`src/rtl/spi_pkg.sv`:
```
// Shared definitions for the SPI master: FSM state encoding, datapath and
// counter widths, and a small helper used by the transfer sequencer.
package spi_pkg;

  localparam int unsigned DATA_W    = 8;
  localparam int unsigned BIT_CNT_W = 3;
  localparam int unsigned DIV_CNT_W = 8;

  typedef enum logic [1:0] {
    IDLE  = 2'd0,
    SETUP = 2'd1,
    XFER  = 2'd2,
    HOLD  = 2'd3
  } spi_state_t;

  localparam logic [BIT_CNT_W-1:0] LAST_BIT = 3'd7;

  // True when the bit counter addresses the final bit of the byte.
  function automatic logic is_last_bit(input logic [BIT_CNT_W-1:0] cnt);
    return (cnt == LAST_BIT);
  endfunction

endpackage

```
`src/rtl/spi_clk_div.sv`:
```
// Phase-tick generator for the SPI master. Produces a single-cycle tick every
// CLK_DIV clk cycles. A synchronous clear holds the counter at zero so the
// first tick after release lands exactly CLK_DIV cycles later.
module spi_clk_div
  import spi_pkg::*;
#(
  parameter int unsigned CLK_DIV = 4
)
(
  input  logic clk,
  input  logic reset,
  input  logic i_clr,
  output logic o_tick
);

  localparam logic [DIV_CNT_W-1:0] DIV_LAST = DIV_CNT_W'(CLK_DIV - 1);

  logic [DIV_CNT_W-1:0] r_cnt;
  logic                 w_at_last;

  assign w_at_last = (r_cnt == DIV_LAST);
  assign o_tick    = w_at_last & ~i_clr;

  // Phase counter: wraps at CLK_DIV-1, held at zero while cleared or in reset.
  always_ff @(posedge clk) begin
    if (reset) begin
      r_cnt <= 8'd0;
    end else if (i_clr) begin
      r_cnt <= 8'd0;
    end else if (w_at_last) begin
      r_cnt <= 8'd0;
    end else begin
      r_cnt <= r_cnt + 8'd1;
    end
  end

endmodule

```
`src/rtl/spi_master.sv`:
```
// SPI master, mode 0 toward the slave, one byte per transfer, MSB first.
// miso is captured at sclk falling edges because the slave updates on rising
// edges; mosi only moves while sclk is low or at a falling edge.
// Optional feature: define SPI_MASTER_BURST_EN to let start in the final HOLD
// cycle chain the next byte without releasing cs.
module spi_master
  import spi_pkg::*;
#(
  parameter int unsigned CLK_DIV = 4
)
(
  input  logic              clk,
  input  logic              reset,
  input  logic              start,
  input  logic [DATA_W-1:0] tx_data,
  output logic              busy,
  output logic              done,
  output logic [DATA_W-1:0] rx_data,
  output logic              sclk,
  output logic              mosi,
  input  logic              miso,
  output logic              cs
);

  spi_state_t r_state;
  spi_state_t w_state_nxt;

  logic w_tick;
  logic w_div_clr;
  logic w_burst;

  logic [BIT_CNT_W-1:0] r_bit_cnt;
  logic [BIT_CNT_W-1:0] w_bit_cnt_nxt;
  logic [DATA_W-1:0]    r_tx_shift;
  logic [DATA_W-1:0]    w_tx_shift_nxt;
  logic [DATA_W-1:0]    r_rx_shift;
  logic [DATA_W-1:0]    w_rx_shift_nxt;
  logic [DATA_W-1:0]    r_rx_data;
  logic [DATA_W-1:0]    w_rx_data_nxt;

  logic r_cs,   w_cs_nxt;
  logic r_sclk, w_sclk_nxt;
  logic r_mosi, w_mosi_nxt;
  logic r_busy, w_busy_nxt;
  logic r_done, w_done_nxt;

  // Divider idles cleared so a newly accepted transfer starts a fresh phase.
  assign w_div_clr = (r_state == IDLE);

  spi_clk_div #(
    .CLK_DIV (CLK_DIV)
  ) u_clk_div (
    .clk    (clk),
    .reset  (reset),
    .i_clr  (w_div_clr),
    .o_tick (w_tick)
  );

`ifdef SPI_MASTER_BURST_EN
  assign w_burst = (r_state == HOLD) & w_tick & start;
`else
  assign w_burst = 1'b0;
`endif

  // State register with synchronous reset back to IDLE.
  always_ff @(posedge clk) begin
    if (reset) begin
      r_state <= IDLE;
    end else begin
      r_state <= w_state_nxt;
    end
  end

  // Next-state logic: SETUP holds one phase, XFER runs 16 edges, HOLD one phase.
  always_comb begin
    w_state_nxt = r_state;
    case (r_state)
      IDLE: begin
        if (start) begin
          w_state_nxt = SETUP;
        end else begin
          w_state_nxt = IDLE;
        end
      end
      SETUP: begin
        if (w_tick) begin
          w_state_nxt = XFER;
        end else begin
          w_state_nxt = SETUP;
        end
      end
      XFER: begin
        if (w_tick && r_sclk && is_last_bit(r_bit_cnt)) begin
          w_state_nxt = HOLD;
        end else begin
          w_state_nxt = XFER;
        end
      end
      HOLD: begin
        if (w_tick) begin
          if (w_burst) begin
            w_state_nxt = SETUP;
          end else begin
            w_state_nxt = IDLE;
          end
        end else begin
          w_state_nxt = HOLD;
        end
      end
      default: begin
        w_state_nxt = IDLE;
      end
    endcase
  end

  // Output/datapath next values; everything here is registered below.
  always_comb begin
    w_cs_nxt       = r_cs;
    w_sclk_nxt     = r_sclk;
    w_mosi_nxt     = r_mosi;
    w_busy_nxt     = r_busy;
    w_done_nxt     = 1'b0;
    w_rx_data_nxt  = r_rx_data;
    w_tx_shift_nxt = r_tx_shift;
    w_rx_shift_nxt = r_rx_shift;
    w_bit_cnt_nxt  = r_bit_cnt;
    case (r_state)
      IDLE: begin
        if (start) begin
          w_cs_nxt       = 1'b0;
          w_busy_nxt     = 1'b1;
          w_sclk_nxt     = 1'b0;
          w_mosi_nxt     = tx_data[DATA_W-1];
          w_tx_shift_nxt = {tx_data[DATA_W-2:0], 1'b0};
          w_rx_shift_nxt = 8'h00;
          w_bit_cnt_nxt  = 3'd0;
        end else begin
          w_cs_nxt   = 1'b1;
          w_busy_nxt = 1'b0;
          w_sclk_nxt = 1'b0;
          w_mosi_nxt = 1'b0;
        end
      end
      SETUP: begin
        if (w_tick) begin
          w_sclk_nxt = 1'b1;
        end else begin
          w_sclk_nxt = r_sclk;
        end
      end
      XFER: begin
        if (w_tick) begin
          if (r_sclk) begin
            // Falling edge: capture miso, then present the next tx bit.
            w_sclk_nxt     = 1'b0;
            w_rx_shift_nxt = {r_rx_shift[DATA_W-2:0], miso};
            if (!is_last_bit(r_bit_cnt)) begin
              w_bit_cnt_nxt  = r_bit_cnt + 3'd1;
              w_mosi_nxt     = r_tx_shift[DATA_W-1];
              w_tx_shift_nxt = {r_tx_shift[DATA_W-2:0], 1'b0};
            end else begin
              w_bit_cnt_nxt = r_bit_cnt;
            end
          end else begin
            w_sclk_nxt = 1'b1;
          end
        end else begin
          w_sclk_nxt = r_sclk;
        end
      end
      HOLD: begin
        if (w_tick) begin
          w_done_nxt    = 1'b1;
          w_rx_data_nxt = r_rx_shift;
          if (w_burst) begin
            w_cs_nxt       = 1'b0;
            w_busy_nxt     = 1'b1;
            w_sclk_nxt     = 1'b0;
            w_mosi_nxt     = tx_data[DATA_W-1];
            w_tx_shift_nxt = {tx_data[DATA_W-2:0], 1'b0};
            w_rx_shift_nxt = 8'h00;
            w_bit_cnt_nxt  = 3'd0;
          end else begin
            w_cs_nxt   = 1'b1;
            w_busy_nxt = 1'b0;
            w_sclk_nxt = 1'b0;
            w_mosi_nxt = 1'b0;
          end
        end else begin
          w_sclk_nxt = r_sclk;
        end
      end
      default: begin
        w_cs_nxt   = 1'b1;
        w_busy_nxt = 1'b0;
        w_sclk_nxt = 1'b0;
        w_mosi_nxt = 1'b0;
      end
    endcase
  end

  // Output and datapath registers; reset forces the idle bus state.
  always_ff @(posedge clk) begin
    if (reset) begin
      r_cs       <= 1'b1;
      r_sclk     <= 1'b0;
      r_mosi     <= 1'b0;
      r_busy     <= 1'b0;
      r_done     <= 1'b0;
      r_rx_data  <= 8'h00;
      r_tx_shift <= 8'h00;
      r_rx_shift <= 8'h00;
      r_bit_cnt  <= 3'd0;
    end else begin
      r_cs       <= w_cs_nxt;
      r_sclk     <= w_sclk_nxt;
      r_mosi     <= w_mosi_nxt;
      r_busy     <= w_busy_nxt;
      r_done     <= w_done_nxt;
      r_rx_data  <= w_rx_data_nxt;
      r_tx_shift <= w_tx_shift_nxt;
      r_rx_shift <= w_rx_shift_nxt;
      r_bit_cnt  <= w_bit_cnt_nxt;
    end
  end

  assign cs      = r_cs;
  assign sclk    = r_sclk;
  assign mosi    = r_mosi;
  assign busy    = r_busy;
  assign done    = r_done;
  assign rx_data = r_rx_data;

endmodule

```
`config.mk`:
```
export PLATFORM = sky130hd
export DESIGN_NAME = spi_master
export DESIGN_NICKNAME = d
export VERILOG_FILES = /design/src/rtl/spi_pkg.sv /design/src/rtl/spi_clk_div.sv /design/src/rtl/spi_master.sv
export SDC_FILE = /design/constraint.sdc
export NUM_CORES = 1
export LEC_CHECK = 0
export CAP_MARGIN = 30
export CORE_AREA = 5 5 68 70
export CTS_BUF_LIST = sky130_fd_sc_hd__clkbuf_4 sky130_fd_sc_hd__clkbuf_8 sky130_fd_sc_hd__clkbuf_16
export DETAILED_ROUTE_END_ITERATION = 16
export DIE_AREA = 0 0 73 75
export PLACE_DENSITY = 0.71
export SLEW_MARGIN = 5
export SYNTH_ARGS = -nofsm -noshare
export SYNTH_HDL_FRONTEND = slang
export SYNTH_SLANG_ARGS = --single-unit
```
`constraint.sdc`:
```
create_clock -name clk -period 2.3 [get_ports clk]
set_input_delay 0.345 -clock clk [delete_from_list [all_inputs] [get_ports clk]]
set_output_delay 0.345 -clock clk [all_outputs]
set_load 0.05 [all_outputs]
```
==> results.toml <==
[outcome]
status = "finished, final reports clean"

[finish]
nNetsFinal = 240
stdcell_area_sq_um = 2296
final_common_cell = "dfxtp_1"
diodes = 0
area_growth_pct = 21.52
drive_gt1_share_pct = 13.51
final_cell_mix = "dfxtp_1, clkdlybuf4s50_1, a21oi_1"

[route]
via_per_inst = 5.390
dr_total_vias = 1466
drc = 0
antenna_left = 0
route.detailed.wl_per_inst_microns = 13.25
drtIter0Drc = 56
finalWirelength_mm = 3.603
firstDrtPassIters = 4

[global_routing]
grt_pass1_vias = 1416
grt_pass1_wl_mm = 6.437
antenna_found_initial = 0
gr-usage-all-layers_pct = 14.91
grt_start_max_net_pins = 16
gr-total-overflow = 0

[clock_tree]
cts_buffer_depth = 2
clockRootBuffer = "clkbuf_8"
insertion_delay_ps = 290
clk_pin_slew_ps = 80
cts.sink_count = 41
cts_setup_buffers = 0
cts_buffers = 5
ctsHoldBuffers = 0
cts_resized = 0
h-tree-depth = 2
tritoncts = "built"

[setup_path]
crit_chain = "ha_1 > ha_1 > or3b_2 > o31ai_4 > buf_4 > a21oi_1 > a311oi_2"
end_kind = "register"
path_class = "reg -> reg"
crit_path_start_kind = "register"
path_common_cell = "ha_1"
worstPathRequired_ps = 2500
worst_path_largest_cell_delay_ps = 520
cp_num_buf_inv = 1
worstPathArrival_ps = 2290
crit_fanout = 13
crit_slowest_cell = "or3b_2"
crit_family = "compound AO/OA/AOI/OAI gates"

[synth]
synthesis.nets = 213
ys_ff_latch = 41
synth_edf_count = 0
ys_types = 44
synth_area_per_cell_sq_um = 9.739
syn_area_sq_um = 1889
syn_inst = 194
synth-main-ff-cell = "dfxtp_1"
async_flop_share_pct = 0
seq_area_frac_synth_pct = 43.44
yosys_warnings = 0

[timing]
tightest_slew_ps = 605.7
period_share_pct = 90.62
hold_slack_ps = 454.8
finClkSkew_ps = 5.848
tns_ps = 0
slew_viol_final = 0
max_slew_margin_pct = 59.62
finalHoldViolations = 0
rsz0062_at_grt = "false"
setup_ws_ps = 215.9
finalCriticalPeriod_ps = 2084
fmax_mhz = 479.8
setup_viol = 0

[pwr]
ir_drop_mv = 0.2995
cellPowerDensity_nw_per_um2 = 681.6
p_leak_uw = 0.0008264

[floorplan]
dieArea_sq_um = 5475
initial_utilization_pct = 48.27
ios = 25
core_area_sq_um = 3914
die_w_microns = 73
num_rows = 23
chipHeight_microns = 75

[placed_design]
gp_congestion = 0.7814
place_area_sq_um = 2162
dpl.hpwl_mm = 2.695
port_buffers = 24
post-place-ws_ps = 227.7

[min_path]
hp-class = "reg -> reg"

[job]
maxCapViolCount = 0
==> synth_stat cells (all sizes together), types with 3 or more instances <==
library cell  instances  area share [%]
xnor2                 4             1.9
mux2i                 7             3.7
a311oi                8             5.0
nand2                14             2.8
nand3                11             2.9
nor2                 15             3.0
clkbuf                6             1.4
a22o                 10             4.6
nand2b                4             1.3
nor3                  4             1.7
dfxtp                41              43
buf                   7             3.8
ha                    7             4.6
nor2b                 3            0.99
o21ai                 3            0.79
a21oi                22             6.0
inv                   3            0.60
==> flip-flops by register name (all words and copies together), names as in the netlist <==
| name | cells |
|---|---|
| cs | 1 |
| busy | 1 |
| r_rx_shift | 8 |
| sclk | 1 |
| rx_data | 8 |
| r_state | 2 |
| u_clk_div.r_cnt | 8 |
| mosi | 1 |
| r_tx_shift | 7 |
| done | 1 |
| r_bit_cnt | 3 |
==> through the flow <==
step | utilization, % | total power (uW) | instances
floorplan | - | 862.1 | 194
global placement | 55.24 | 907.7 | 264
detailed placement | 55.24 | 909.3 | 264
CTS | 58.66 | 1583 | 272
global route | 58.66 | 1629 | 272
finish | 58.66 | 1565 | 272
==> per-layer routing <==
metal	vias to the layer above	track usage [%]	routed length, microns
li1	764	-	-
met1	665	20.17	1764
met2	31	22.84	1602
met3	6	4.139	184
met4	0	5.328	51
met5	-	0	0
==> where the power goes <==
group / internal, uW / switching, uW / leakage, uW
clock network: 431 / 242 / 0.0000681
registers: 729 / 11.8 / 0.000333
logic: 67.7 / 84.0 / 0.000425
total: 1230 / 337 / 0.000826
==> worst reg2reg max path: cells and delay by family (launching register included) <==
family / cells / cell delay, ps
compound gates: 3 / 540
fa+ha+maj: 2 / 400
buf+inv: 1 / 230
flops: 1 / 320
simple gates: 1 / 520
==> final cells by class <==
type	instances	area, sq um
timing repair buffer	33	307.8
fill	357	1618
sequential	41	820.8
tap	50	62.56
clock inverter	3	65.06
multi-input combinational	137	959.7
clock buffer	5	68.82
inverter	3	11.26
==> final timing paths <==
| path | depth (start not counted) | endpoint | startpoint | slack (ps) |
|---|---|---|---|---|
| worst max-delay path | 7 | r_tx_shift[4] | r_bit_cnt[0] | 220 |
| worst min-delay path | 2 | rx_data[4] | rx_data[4] | 450 |
| worst max register to register | 7 | r_tx_shift[4] | r_bit_cnt[0] | 220 |
| worst min register to register | 2 | rx_data[4] | rx_data[4] | 450 |
==> logic make-up after synthesis <==
family                     synth area share (%)
and+or+nand+nor                           18.54
AOI/OAI and AO/OA                         20.53
DFF                                       43.44
buffers and inverters                     5.761
muxes                                     4.305
adders and majority gates                 4.636
xor gates and xnor gates                  2.781
(Power assumes the default switching activity.)
